**src/rtl/screen_scheduler.sv**
```systemverilog
// Frame-synchronous COVER/PLAY/OVER screen sequencer that also generates the shared
// image-ROM address and latency-aligns every pixel source onto Din.
module screen_scheduler #(
    parameter int H_VIS       = 640,
    parameter int V_VIS       = 480,
    parameter int ROM_LAT     = 1,
    parameter int OVER_FRAMES = 120
) (
    input  logic        clk,
    input  logic        rst,
    input  logic        start,
    input  logic        fin,
    input  logic [8:0]  row,
    input  logic [9:0]  col,
    input  logic        rdn,
    input  logic [11:0] snake_pixel,
    input  logic [11:0] cover_data,
    input  logic [11:0] over_data,
    output logic [18:0] rom_addr,
    output logic [11:0] Din,
    output logic [1:0]  mode,
    output logic        game_rst,
    output logic        game_en
);
    localparam int L = 1 + ROM_LAT;

    typedef enum logic [1:0] {
        S_COVER = 2'd0,
        S_PLAY  = 2'd1,
        S_OVER  = 2'd2
    } state_e;

    state_e      state_q, state_d;
    logic        pend_q, pend_d;
    logic [7:0]  cnt_q, cnt_d;
    logic        game_rst_q, game_rst_d;
    logic [18:0] rom_addr_q, rom_addr_d;
    logic        req;
    logic        frame_end;

    // Pixel-aligned pipelines; index 0 is the newest pixel, L-1 drives Din.
    logic [L-1:0] rdn_q;
    state_e       sel_q [L];
    logic [11:0]  pix_q [L];

    assign frame_end = !rdn && (row == 9'(V_VIS - 1)) && (col == 10'(H_VIS - 1));

    always_comb begin
        state_d    = state_q;
        pend_d     = pend_q;
        cnt_d      = cnt_q;
        game_rst_d = 1'b0;
        req        = 1'b0;
        case (state_q)
            S_COVER: begin
                req    = pend_q | start;
                pend_d = req;
                if (frame_end && req) begin
                    state_d    = S_PLAY;
                    game_rst_d = 1'b1;
                end
            end
            S_PLAY: begin
                req    = pend_q | fin;
                pend_d = req;
                if (frame_end && req) state_d = S_OVER;
            end
            S_OVER: begin
                pend_d = 1'b0;
                if (frame_end) begin
                    cnt_d = cnt_q + 8'd1;
                    if (cnt_d == 8'(OVER_FRAMES)) state_d = S_COVER;
                end
            end
            default: state_d = S_COVER;
        endcase
        // Every screen change starts the new screen with no stale request or count.
        if (state_d != state_q) begin
            pend_d = 1'b0;
            cnt_d  = 8'd0;
        end
    end

    always_comb begin
        rom_addr_d = '0;
        if (row < 9'(V_VIS) && col < 10'(H_VIS))
            rom_addr_d = 19'(row) * 19'(H_VIS) + 19'(col);
    end

    // NOTE: all state uses non-blocking assignments so every register samples
    // pre-edge values, independent of statement order.
    always_ff @(posedge clk) begin
        if (rst) begin
            state_q    <= S_COVER;
            pend_q     <= 1'b0;
            cnt_q      <= 8'd0;
            game_rst_q <= 1'b0;
            rom_addr_q <= '0;
            // NOTE: the short pixel pipeline is flushed on reset (unlike a RAM) so
            // Din is forced dark until fresh pixels have traversed it.
            rdn_q      <= '1;
            for (int i = 0; i < L; i++) begin
                sel_q[i] <= S_COVER;
                pix_q[i] <= '0;
            end
        end else begin
            state_q    <= state_d;
            pend_q     <= pend_d;
            cnt_q      <= cnt_d;
            game_rst_q <= game_rst_d;
            rom_addr_q <= rom_addr_d;
            rdn_q      <= {rdn_q[L-2:0], rdn};
            sel_q[0]   <= state_q;
            pix_q[0]   <= snake_pixel;
            for (int i = 1; i < L; i++) begin
                sel_q[i] <= sel_q[i-1];
                pix_q[i] <= pix_q[i-1];
            end
        end
    end

    always_comb begin
        Din = '0;
        if (!rdn_q[L-1]) begin
            case (sel_q[L-1])
                S_COVER: Din = cover_data;
                S_PLAY:  Din = pix_q[L-1];
                S_OVER:  Din = over_data;
                default: Din = '0;
            endcase
        end
    end

    assign rom_addr = rom_addr_q;
    assign mode     = state_q;
    assign game_rst = game_rst_q;
    assign game_en  = (state_q == S_PLAY);

endmodule
```
**config.mk**
```make
export PLATFORM = sky130hd
export DESIGN_NAME = screen_scheduler
export DESIGN_NICKNAME = d
export VERILOG_FILES = /design/src/rtl/screen_scheduler.sv
export SDC_FILE = /design/constraint.sdc
export NUM_CORES = 1
export LEC_CHECK = 0
export BUFFER_PORTS_ARGS = -buffer_cell sky130_fd_sc_hd__buf_2
export CAP_MARGIN = 20
export CORE_MARGIN = 10
export CORE_UTILIZATION = 50
export DETAILED_ROUTE_END_ITERATION = 8
export PLACE_DENSITY = 0.86
export SYNTH_ARGS = -nofsm -noshare
export SYNTH_HDL_FRONTEND = slang
export SYNTH_SLANG_ARGS = --single-unit
export TNS_END_PERCENT = 50
```
**constraint.sdc**
```tcl
create_clock -name clk -period 3.1 [get_ports clk]
set_input_delay 0.465 -clock clk [delete_from_list [all_inputs] [get_ports clk]]
set_output_delay 0.465 -clock clk [all_outputs]
set_load 0.05 [all_outputs]
```
Yosys cells after proc, flatten, opt, wreduce, memory -nomap -nowiden:

Memories as Yosys holds them, arrays and structs flattened.
Index checks and enable logic that the tools add are counted.

* add/sub/neg operators: 2
* multiply operators: 1
* magnitude comparators: 2
* equal/unequal tests: 8
* muxes and demuxes: 16
* bitwise gates (word level): 8
* reductions and logical operators: 13

Operator list (count)
* two-way mux 12 bit: 3
* one-hot mux 12 bit (3 select lines): 1
* adder 19 x 10 -> 19 bit: 1
* multiplier 9 x 3 -> 12 bit, second input constant: 1
* two-way mux 2 bit: 6
* == test 10 bit, second input constant: 1
* less-than comparator 10 bit, second input constant: 1
* == test 9 bit, second input constant: 1
* less-than comparator 9 bit, second input constant: 1
* adder 8 x 1 -> 8 bit, second input constant: 1
* == test 8 x 7 -> 1 bit, second input constant: 1
* bitwise OR 1 bit: 6
* one-hot mux 2 bit (3 select lines): 1
* OR reduction 2 bit: 3
* logical AND 1 bit: 5
* == test 2 x 1 -> 1 bit, second input constant: 2
* == test 2 bit, second input constant: 2
* zero test 2 bit: 2
* two-way mux 1 bit: 4
* one-hot mux 1 bit (3 select lines): 1
* nonzero test 3 bit: 1
* != test 2 bit: 1
* inverter 1 bit: 2
* AND reduction 2 bit: 1
* zero test 1 bit: 1

* register bits: 33
* RAM bits: 28
* bits of input ports: 60
* output and inout bits: 35
* memories: 2

Memories
* pix_q: words 2, width 12, read ports 2, clocked after Yosys merged registers in 0, wr ports 2, line 44 `logic [11:0] pix_q [L];`
* sel_q: words 2, width 2, read ports 2, clocked after Yosys merged registers in 0, wr ports 2, line 43 `state_e sel_q [L];`

Depth between registers and ports, before layout:

Gate-level depths: netlist (run 1).

* depth after elaboration: 8
* gate-level depth with buffers: 9

Worst setup path before layout (run 1):

Ideal clock, no wire load.

* kind: input to register
* start point: in row[1]
* end point: reg rom_addr_q[17], in the netlist rom_addr[17]
* library setup time: 0.071 ns
* data arrival time: 2.664 ns
* required time: 3.029 ns
* slack: 0.366 ns
* stages on the path: 9
* buffers on the path: 0
* cell sequence: ha_1 ha_1 fa_1 a211oi_1 nor2_1 xnor2_1 nand3_1 or4_1 a21oi_1

* cells in the longest elaborated chain, start to end: 4

RTL lines
* start, declared: line 13 `input logic [8:0] row,`
* branches (longest 4 deep; another with adder 19 x 10 -> 19 bit)
* end signal, assigned: line 111 `rom_addr_q <= rom_addr_d;`
* end, declared: line 37 `logic [18:0] rom_addr_q, rom_addr_d;`

Parallel ways; which one is timed is not known.
A chain may end at the register's enable or synchronous reset.

Worst setup path after layout (run 1):

Ends and elaborated chain as after synthesis.

==> results.md, run 1 <==
- Clk sink count: 61
- Asr flop ratio synth: 0%
- Global placement routability congestion: 0.8698
- Hold Buf Count CTS: 0
- Tot GR Track Use: 15.14%
- Number of global-route vias before repair: 2637
- Rows: 28
- Post-synth EDFFs: 0
- Longest Clk Path Bufs: 2
- CP arrival: 3.14 ns
- Net count, final: 504
- Initial core utilization: 50.92%
- Post-Syn Instances: 325
- Netlist cell types: 51
- Via Count: 2510
- CTS Buf Count: 9
- First-pass GRT wire length: 11980 µm
- Top Family by Delay on Critical Path: adder cells
- Fillcell total: 474
- Slowest cell on crit path: or4_1
- Pleak: 1.733 nW
- Reg2reg path depth: 7
- WP depth: 10
- Ant diodes: 0
- H-tree depth: 3
- Area Growth Syn to Fin: 24.82%
- Multi-input gate area in the final layout: 1652 µm²
- Status: complete, no violations
- CTS tree: built
- Most used cell, CP: ha_1
- Pwr dens: 533.1 nW/µm²
- Worst-Margin Slew: 0.7949 ns
- Minimum clock period: 2.882 ns
- Die area: 9446 µm²
- Final WS setup: 0.2185 ns
- RSZ-0062 raised after global routing: no
- PortBufs: 94
- GR Overflow Total: 0
- Crit path buf inv count: 1
- Post-CTS Setup Bufs: 0
- Critical Path Start Type: primary input
- Rel. slew slack: 47.00%
- Ys flop type: dfxtp_1
- Worst-skew pair later-pin latency: 0.34 ns
- Post-DP HPWL: 5541 µm
- CP max FO: 4
- Max cap viols: 0
- TritonRoute pass-1 iters: 4
- Register bit total from synthesis: 61
- Root buf cell: clkbuf_8
- Final Hold Fails: 0
- Fin cells: 499
- Syn_nets: 410
- Fmax: 347.0 MHz
- Final worst path period share: 92.95%
- HP Class: in -> reg
- Die H: 97.19 µm
- Die X: 97.19 µm
- Seq/Total Area, Yosys: 40.99%
- Total wire length: 7128 µm
- Core area: 5851 µm²
- Pre-CTS WS: -0.04244 ns
- Final Setup Violations: 0
- Hold depth: 2
- Initial antenna violation count: 0
- Resize count post-CTS: 0
- Sequential Area: 1221 µm²
- Layout cells sized above 1: 28.77%
- Routed wire per std cell: 14.28 µm
- Worst-path clk slew: 0.07 ns
- Average cell area after synthesis: 9.166 µm²
- DRC: 0
- Worst EP required: 3.36 ns
- Clock Skew: 0.008230 ns
- Placed cells: 483
- 1st-iter DRT viols: 140
- CP max stage delay: 0.54 ns
- Ports: 95
- Synth warn: 0
- Peak VDD IR: 0.2822 mV
- Nature of the critical path endpoint: register
- Synthesized area: 2979 µm²
- Largest net degree at the start of global routing: 37
- Max-slew violations: 0
- Cell Chain, Critical Path: buf_2 -> ha_1 -> ha_1 -> fa_1 -> a211oi_1 -> nor2_1 -> xnor2_1 -> nand3_1 -> or4_1 -> a21oi_1
- Worst setup path class: in -> reg
- Via density: 5.030
- Final ANT Viol Nets: 0
[per-layer routing]
metal,GRT usage [%],vias to the layer above,wire [µm]
li1,-,1291,-
met1,15.52,1126,2907
met2,26.75,78,3527
met3,5.690,15,518
met4,6.697,0,174
met5,0,-,0
[path summary, 6_finish.rpt]
kind / from / endpoint / slack [ns]
worst min register to register: pix_q[0][10] / pix_q[0][22] / 0.44
worst min-delay path: snake_pixel[4] / pix_q[0][4] / 0.33
worst max-delay path: row[1] / rom_addr[17] / 0.22
worst max register to register: cnt_q[0] / cnt_q[1] / 0.80
[area by class of cell]
| type | count | share of cell area (%) |
|---|---|---|
| Multi-Input combinational cell | 239 | 44.41 |
| Sequential cell | 61 | 32.84 |
| Timing Repair Buffer | 95 | 12.85 |
| Clock buffer | 11 | 3.802 |
| Tap cell | 75 | 2.524 |
| Clock inverter | 5 | 2.254 |
| Inverter | 13 | 1.312 |
[cell usage in the layout, fill, tap and decap left out, types with 2 or more instances in the layout]
master,instances
and2_1,7
nor3_2,2
nand3_1,4
a21oi_1,19
nand2_1,13
mux2i_1,13
buf_2,94
o31a_2,2
nor3_1,7
inv_1,13
xor2_1,9
and4b_1,2
o21ai_0,4
ha_1,23
xnor2_1,10
a21o_1,3
dfxtp_1,61
bufinv_16,2
a2111oi_0,2
nor2_1,54
o31ai_1,2
nor4_1,2
nor2b_1,30
or2_2,3
o221ai_1,2
fa_1,2
a211oi_1,2
or3_1,2
clkinvlp_4,2
clkbuf_8,10
[where the power goes]
group	internal, mW	switching (mW)
clock	0.476	0.307
combinational	0.132	0.234
sequential	0.821	0.0118
total	1.43	0.553
[Yosys cell counts (7+ instances only)]
| cell type | count | area (µm²) |
|---|---|---|
| dfxtp_1 | 61 | 1221 |
| nor2_1 | 54 | 202.7 |
| nor2b_1 | 30 | 187.7 |
| ha_1 | 23 | 287.8 |
| a21oi_1 | 19 | 95.09 |
| inv_1 | 13 | 48.80 |
| mux2i_1 | 13 | 130.1 |
| nand2_1 | 13 | 48.80 |
| xnor2_1 | 10 | 87.58 |
| xor2_1 | 9 | 78.83 |
| and2_1 | 7 | 43.79 |
| clkbuf_1 | 7 | 26.28 |
| nor3_1 | 7 | 35.03 |
[through the flow]
| stage | TNS [ns] | hold slack (ns) | utilization [%] | area, µm² | total power [mW] |
|---|---|---|---|---|---|
| final | 0 | 0.3326 | 63.56 | 3719 | 1.983 |
| after global routing | 0 | 0.3156 | 63.56 | 3719 | 2.070 |
| after CTS | 0 | 0.3137 | 63.56 | 3719 | 1.999 |
| after detailed placement | -0.04244 | 0.4220 | 59.71 | 3493 | 1.212 |
| after global placement | 0 | 0.3982 | 59.71 | 3493 | 1.199 |
| after floorplan | 0 | 0.3895 | - | 2979 | 1.104 |
[flip-flops by register name, indices dropped and copies added, names as in the netlist]
| name | flops |
|---|---|
| rdn_q | 2 |
| cnt_q | 8 |
| game_rst | 1 |
| rom_addr | 19 |
| pix_q | 24 |
| sel_q | 4 |
| mode | 2 |
| pend_q | 1 |
[logic make-up after synthesis]
group | after synthesis | synth area share [%]
xor gates and xnor gates | 19 | 5.586
and+or+nand+nor | 138 | 24.61
adders and majority gates | 25 | 11.00
DFF | 61 | 40.99
AOI/OAI and AO/OA | 44 | 9.870
buffers and inverters | 25 | 3.570
muxes | 13 | 4.368
(Power assumes the default switching activity.)
==> run 2: changes to the inputs <==
Settings changed: ABC_CLOCK_PERIOD_IN_PS from default to 3100, CORE_MARGIN 10 to 5.
==> results.md, run 2 (same netlist as run 1, synthesis figures left out) <==
- Worst-path clk slew: 0.07 ns (about the same)
- Pwr dens: 490.3 nW/µm² (-8.0%)
- Routed wire per std cell: 12.42 µm (-13%)
- Max-slew violations: 0 (unchanged)
- Minimum clock period: 2.678 ns (-0.2038 ns)
- Core area: 5851 µm² (unchanged)
- Top reg by flops: pix_q
- Net count, final: 504 (unchanged)
- Clock Skew: 0.008701 ns (+0.0004712 ns)
- HP Class: in -> reg
- 1st-iter DRT viols: 64 (-54%)
- Clock share of power: 33.9% (-5.6 points)
- Final worst path period share: 86.38% (-6.6 points)
- Worst-skew pair later-pin latency: 0.33 ns (about the same)
- CTS tree: built
- Global placement routability congestion: 0.8775 (+0.89%)
- Rel. slew slack: 46.07% (-0.93 points)
- Fin cells: 499 (unchanged)
- Total wire length: 6200 µm (-13%)
- Max cap viols: 0 (unchanged)
- Largest net degree at the start of global routing: 37 (unchanged)
- Fmax: 373.4 MHz (+7.6%)
- CTS Buf Count: 9 (unchanged)
- CP max stage delay: 0.49 ns (-0.05 ns)
- Worst setup path class: in -> reg
- Combinational share of power: 19.8% (+1.3 points)
- H-tree depth: 3 (unchanged)
- Max FFs per register: 24 (unchanged)
- DRC: 0 (unchanged)
- Post-DP HPWL: 4858 µm (-12%)
- Pleak: 1.713 nW (-1.2%)
- Reg power frac: 46.3% (+4.3 points)
- Crit path buf inv count: 1 (unchanged)
- RSZ-0062 raised after global routing: no
- Layout cells sized above 1: 29.01% (+0.24 points)
- TritonRoute pass-1 iters: 4 (unchanged)
- Top Family by Delay on Critical Path: adder cells
- Final ANT Viol Nets: 0 (unchanged)
- Resize count post-CTS: 0 (unchanged)
- Post-CTS Setup Bufs: 0 (unchanged)
- Worst-Margin Slew: 0.8089 ns (+0.01394 ns)
- Initial antenna violation count: 0 (unchanged)
- Ports: 95 (unchanged)
- Most frequent cells in the layout: 94 x buf_2, 61 x dfxtp_1, 54 x nor2_1
- Rows: 28 (unchanged)
- Switching part of the total: 30.79% (+2.9 points)
- Most used cell, CP: ha_1
- Hold_ws: 0.3333 ns (+0.0006610 ns)
- Cell Chain, Critical Path: buf_2 -> ha_1 -> ha_1 -> fa_1 -> a211oi_1 -> nor2_1 -> xnor2_1 -> nand3_1 -> or4_1 -> a21oi_1
- Longest Clk Path Bufs: 2 (unchanged)
- Die H: 87.19 µm (-10%)
- Via Count: 2475 (-1.4%)
- Peak VDD IR: 0.2611 mV (-7.5%)
- Via density: 4.960 (-1.4%)
- Final Hold Fails: 0 (unchanged)
- CP arrival: 2.94 ns (-0.20 ns)
- Final WS setup: 0.4222 ns (+0.2038 ns)
- Die area: 7602 µm² (-20%)
- Final Setup Violations: 0 (unchanged)
- Hold Buf Count CTS: 0 (unchanged)
- GR Overflow Total: 0 (unchanged)
- Ant diodes: 0 (unchanged)
- Die X: 87.19 µm (-10%)
- Clk sink count: 61 (unchanged)
- Number of global-route vias before repair: 2407 (-8.7%)
- Tot GR Track Use: 17.04% (+1.9 points)
- Status: complete, no violations
- Root buf cell: clkbuf_8
- Placed cells: 483 (unchanged)
- CP max FO: 4 (unchanged)
- Area Growth Syn to Fin: 23.14%
- Internal power: 1.245 mW (-13%)
- Initial core utilization: 50.92% (unchanged)
- Critical Path Start Type: primary input
- Commonest non-fill, non-tap cell in the layout: buf_2
- Setup_tns: 0 ns (unchanged)
- PortBufs: 94 (unchanged)
- Worst EP required: 3.36 ns (about the same)
- Total net switching power: 0.5538 mW (+0.16%)
- First-pass GRT wire length: 10150 µm (-15%)
- Slowest cell on crit path: or4_1
- Nature of the critical path endpoint: register
- Pre-CTS WS: 0.1219 ns (+0.1644 ns)
## run 2: cell count changes in the layout (fill, tap and decap cells not counted)
cell,delta
clkbuf_8,-1
inv_6,+1
clkinv_2,+2
clkinv_4,+1
clkbuf_1,-1
bufinv_16,-2
## run 2: worst register-to-register path, delay by kind of cell (launching register included)
family	cells	cell delay, ns
DFF	1	0.40
and+or+nand+nor	4	0.90
AOI/OAI and AO/OA	2	0.71
adders and majority gates	1	0.19
## run 2: routing by layer
| layer | GRT usage, % | routed length [µm] | vias up |
|---|---|---|---|
| li1 | - | - | 1294 |
| met1 | 18.66 | 2533 | 1097 |
| met2 | 29.68 | 3078 | 74 |
| met3 | 5.014 | 473 | 10 |
| met4 | 8.787 | 114 | 0 |
| met5 | 0 | 0 | - |
## run 2: power by group through the flow
stage	clock network [mW]	registers (mW)	logic [mW]
floorplan	0	0.922	0.182
global placement	0	0.849	0.351
detailed placement	0	0.850	0.356
CTS	0.625	0.833	0.360
global route	0.672	0.836	0.394
finish	0.609	0.833	0.357
## run 2: final timing paths
check	slack, ns	startpoint	cells past startpoint	to
min reg2reg	0.42	rdn_q[0]	1	rdn_q[1]
max reg2reg	0.79	cnt_q[0]	7	cnt_q[2]
max	0.42	row[1]	10	rom_addr[17]
min	0.33	rdn	2	rdn_q[0]
## run 2: cell type report
type	count	area (µm²)
fill	482	2182
sequential	61	1221
inverter	13	48.80
tap	75	93.84
multi-input combinational	239	1652
clock buffer	9	123.9
clock inverter	7	51.30
timing repair buffer	95	478.0
## run 2: stage by stage
stage / utilization (%) / power, mW / cell area (µm²)
final: 62.70 / 1.799 / 3669
after global routing: 62.70 / 1.901 / 3669
after CTS: 62.70 / 1.817 / 3669
after detailed placement: 59.71 / 1.206 / 3493
after global placement: 59.71 / 1.199 / 3493
after floorplan: - / 1.104 / 2979
==> run 3: changes to the inputs <==
Settings changed: CORE_UTILIZATION 50 to 51, PLACE_DENSITY 0.86 to 0.87.
==> results.md, run 3 (same netlist as run 1, synthesis figures left out) <==
- Status: complete, no violations
- Clk sink count: 61 (unchanged)
- RSZ-0062 raised after global routing: no
- CTS tree: built
- Final worst path period share: 86.40% (about the same)
- Worst-Margin Slew: 0.7490 ns (-0.05990 ns)
- Max FFs per register: 24 (unchanged)
- First-pass GRT wire length: 10470 µm (+3.2%)
- 1st-iter DRT viols: 79 (+23%)
- Via density: 5.183 (+4.5%)
- Final WS setup: 0.4215 ns (-0.0007640 ns)
- Longest Clk Path Bufs: 2 (unchanged)
- Hold Buf Count CTS: 0 (unchanged)
- Top Family by Delay on Critical Path: adder cells
- Setup_tns: 0 ns (unchanged)
- Critical Path Start Type: primary input
- Pwr dens: 520.0 nW/µm² (+6.1%)
- Total power draw: 1.929 mW (+7.3%)
- Rows: 27 (-3.6%)
- Busiest grt layer: met2
- Dpl cell area: 3490 µm² (-0.11%)
- Worst-skew pair later-pin latency: 0.33 ns (about the same)
- Slowest cell on crit path: or4_1
- Nature of the critical path endpoint: register
- HP Class: in -> reg
- Multi-input gate area in the final layout: 1652 µm² (unchanged)
- PortBufs: 94 (unchanged)
- Total wire length: 6379 µm (+2.9%)
- Die X: 86.43 µm (-0.87%)
- Routed wire per std cell: 12.86 µm (+3.5%)
- Placed cells: 480 (-0.62%)
- Hold depth: 2 (unchanged)
- Final Util: 66.15% (+3.5 points)
- Worst EP required: 3.36 ns (about the same)
- Root buf cell: clkbuf_8
- Global placement routability congestion: 0.8951 (+2.0%)
- GR Layer Usage met2: 31.50% (+1.8 points)
- Net count, final: 504 (unchanged)
- Commonest non-fill, non-tap cell in the layout: buf_2
- Post-DP HPWL: 5088 µm (+4.7%)
- Post-CTS Setup Bufs: 0 (unchanged)
- Top reg by flops: pix_q
- Fillcell total: 475 (-1.5%)
- Minimum clock period: 2.679 ns (+0.0007640 ns)
- Die H: 86.43 µm (-0.87%)
- Layout cells sized above 1: 29.01% (unchanged)
- Final Hold Fails: 0 (unchanged)
- Max cap viols: 0 (unchanged)
- Core area: 5608 µm² (-4.1%)
- Hold_sp: snake_pixel[8]
- Die area: 7470 µm² (-1.7%)
- Most used cell, CP: ha_1
- Final Setup Violations: 0 (unchanged)
- CP max stage delay: 0.51 ns (+0.02 ns)
- Final ANT Viol Nets: 0 (unchanged)
- GR Overflow Total: 0 (unchanged)
- Finished Cell Area: 3710 µm² (+1.1%)
- CTS Buf Count: 9 (unchanged)
- Ports: 95 (unchanged)
- Tot GR Track Use: 17.33% (+0.29 points)
- CP Launch Point: row[1]
- Resize count post-CTS: 0 (unchanged)
- Most frequent cells in the layout: 94 x buf_2, 61 x dfxtp_1, 54 x nor2_1
- Clock Skew: 0.005397 ns (-0.003304 ns)
- Ant diodes: 0 (unchanged)
- Pre-CTS WS: 0.1043 ns (-0.01766 ns)
- Rel. slew slack: 49.96% (+3.9 points)
- Area Growth Syn to Fin: 24.53%
- Cell Chain, Critical Path: buf_2 -> ha_1 -> ha_1 -> fa_1 -> a211oi_1 -> nor2_1 -> xnor2_1 -> nand3_1 -> or4_1 -> a21oi_1
- TritonRoute pass-1 iters: 4 (unchanged)
- Number of global-route vias before repair: 2537 (+5.4%)
- Max-slew violations: 0 (unchanged)
- Fin cells: 496 (-0.60%)
- Worst setup path class: in -> reg
- Via Count: 2571 (+3.9%)
- Reg2reg path depth: 7 (unchanged)
- Worst-path clk slew: 0.07 ns (about the same)
- GRT met1 Usage: 17.72% (-0.95 points)
- Crit path buf inv count: 1 (unchanged)
- Pleak: 1.737 nW (+1.4%)
- CP max FO: 4 (unchanged)
- H-tree depth: 3 (unchanged)
- CP arrival: 2.94 ns (about the same)
- Largest net degree at the start of global routing: 37 (unchanged)
- Peak VDD IR: 0.2887 mV (+11%)
- Sequential Area: 1221 µm² (unchanged)
- Fmax: 373.3 MHz (about the same)
- Routing usage on met3: 5.513% (+0.50 points)
- Initial core utilization: 53.12% (+2.2 points)
- WP depth: 10 (unchanged)
- Hold_ws: 0.3431 ns (+0.009843 ns)
- DRC: 0 (unchanged)
- Initial antenna violation count: 0 (unchanged)
- Launch point of the worst reg-to-reg path: cnt_q[1]
## run 3: changes by cell type in the layout (fill, tap and decap cells not counted), sizes merged
cell	before	now
bufinv	0	1
clkbuf	9	12
clkinvlp	2	1
inv	14	13
clkinv	4	2
## run 3: power breakdown
part / leakage [nW] / total (mW) / internal [mW] / switching, mW
clock network: 0.109 / 0.735 / 0.439 / 0.296
logic: 1.13 / 0.360 / 0.133 / 0.228
registers: 0.501 / 0.833 / 0.822 / 0.0120
total: 1.74 / 1.93 / 1.39 / 0.536
## run 3: area by class of cell
| type | instances | share of cell area [%] |
|---|---|---|
| inverter | 13 | 1.315 |
| clock buffer | 12 | 4.452 |
| timing repair buffer | 95 | 12.88 |
| tap | 72 | 2.428 |
| clock inverter | 4 | 1.484 |
| multi-input combinational | 239 | 44.52 |
| sequential | 61 | 32.92 |
## run 3: final timing paths
check / end / slack [ns]
worst min register to register: pix_q[0][21] / 0.43
worst max-delay path: rom_addr[17] / 0.42
worst min-delay path: pix_q[0][8] / 0.34
worst max register to register: pend_q / 0.80
## run 3: routing by layer
layer	routed length (µm)	part of all wire (%)	vias up
met3	582	9.1	15
met5	0	0	-
li1	-	-	1299
met1	2532	40	1164
met2	3120	49	93
met4	143	2.2	0
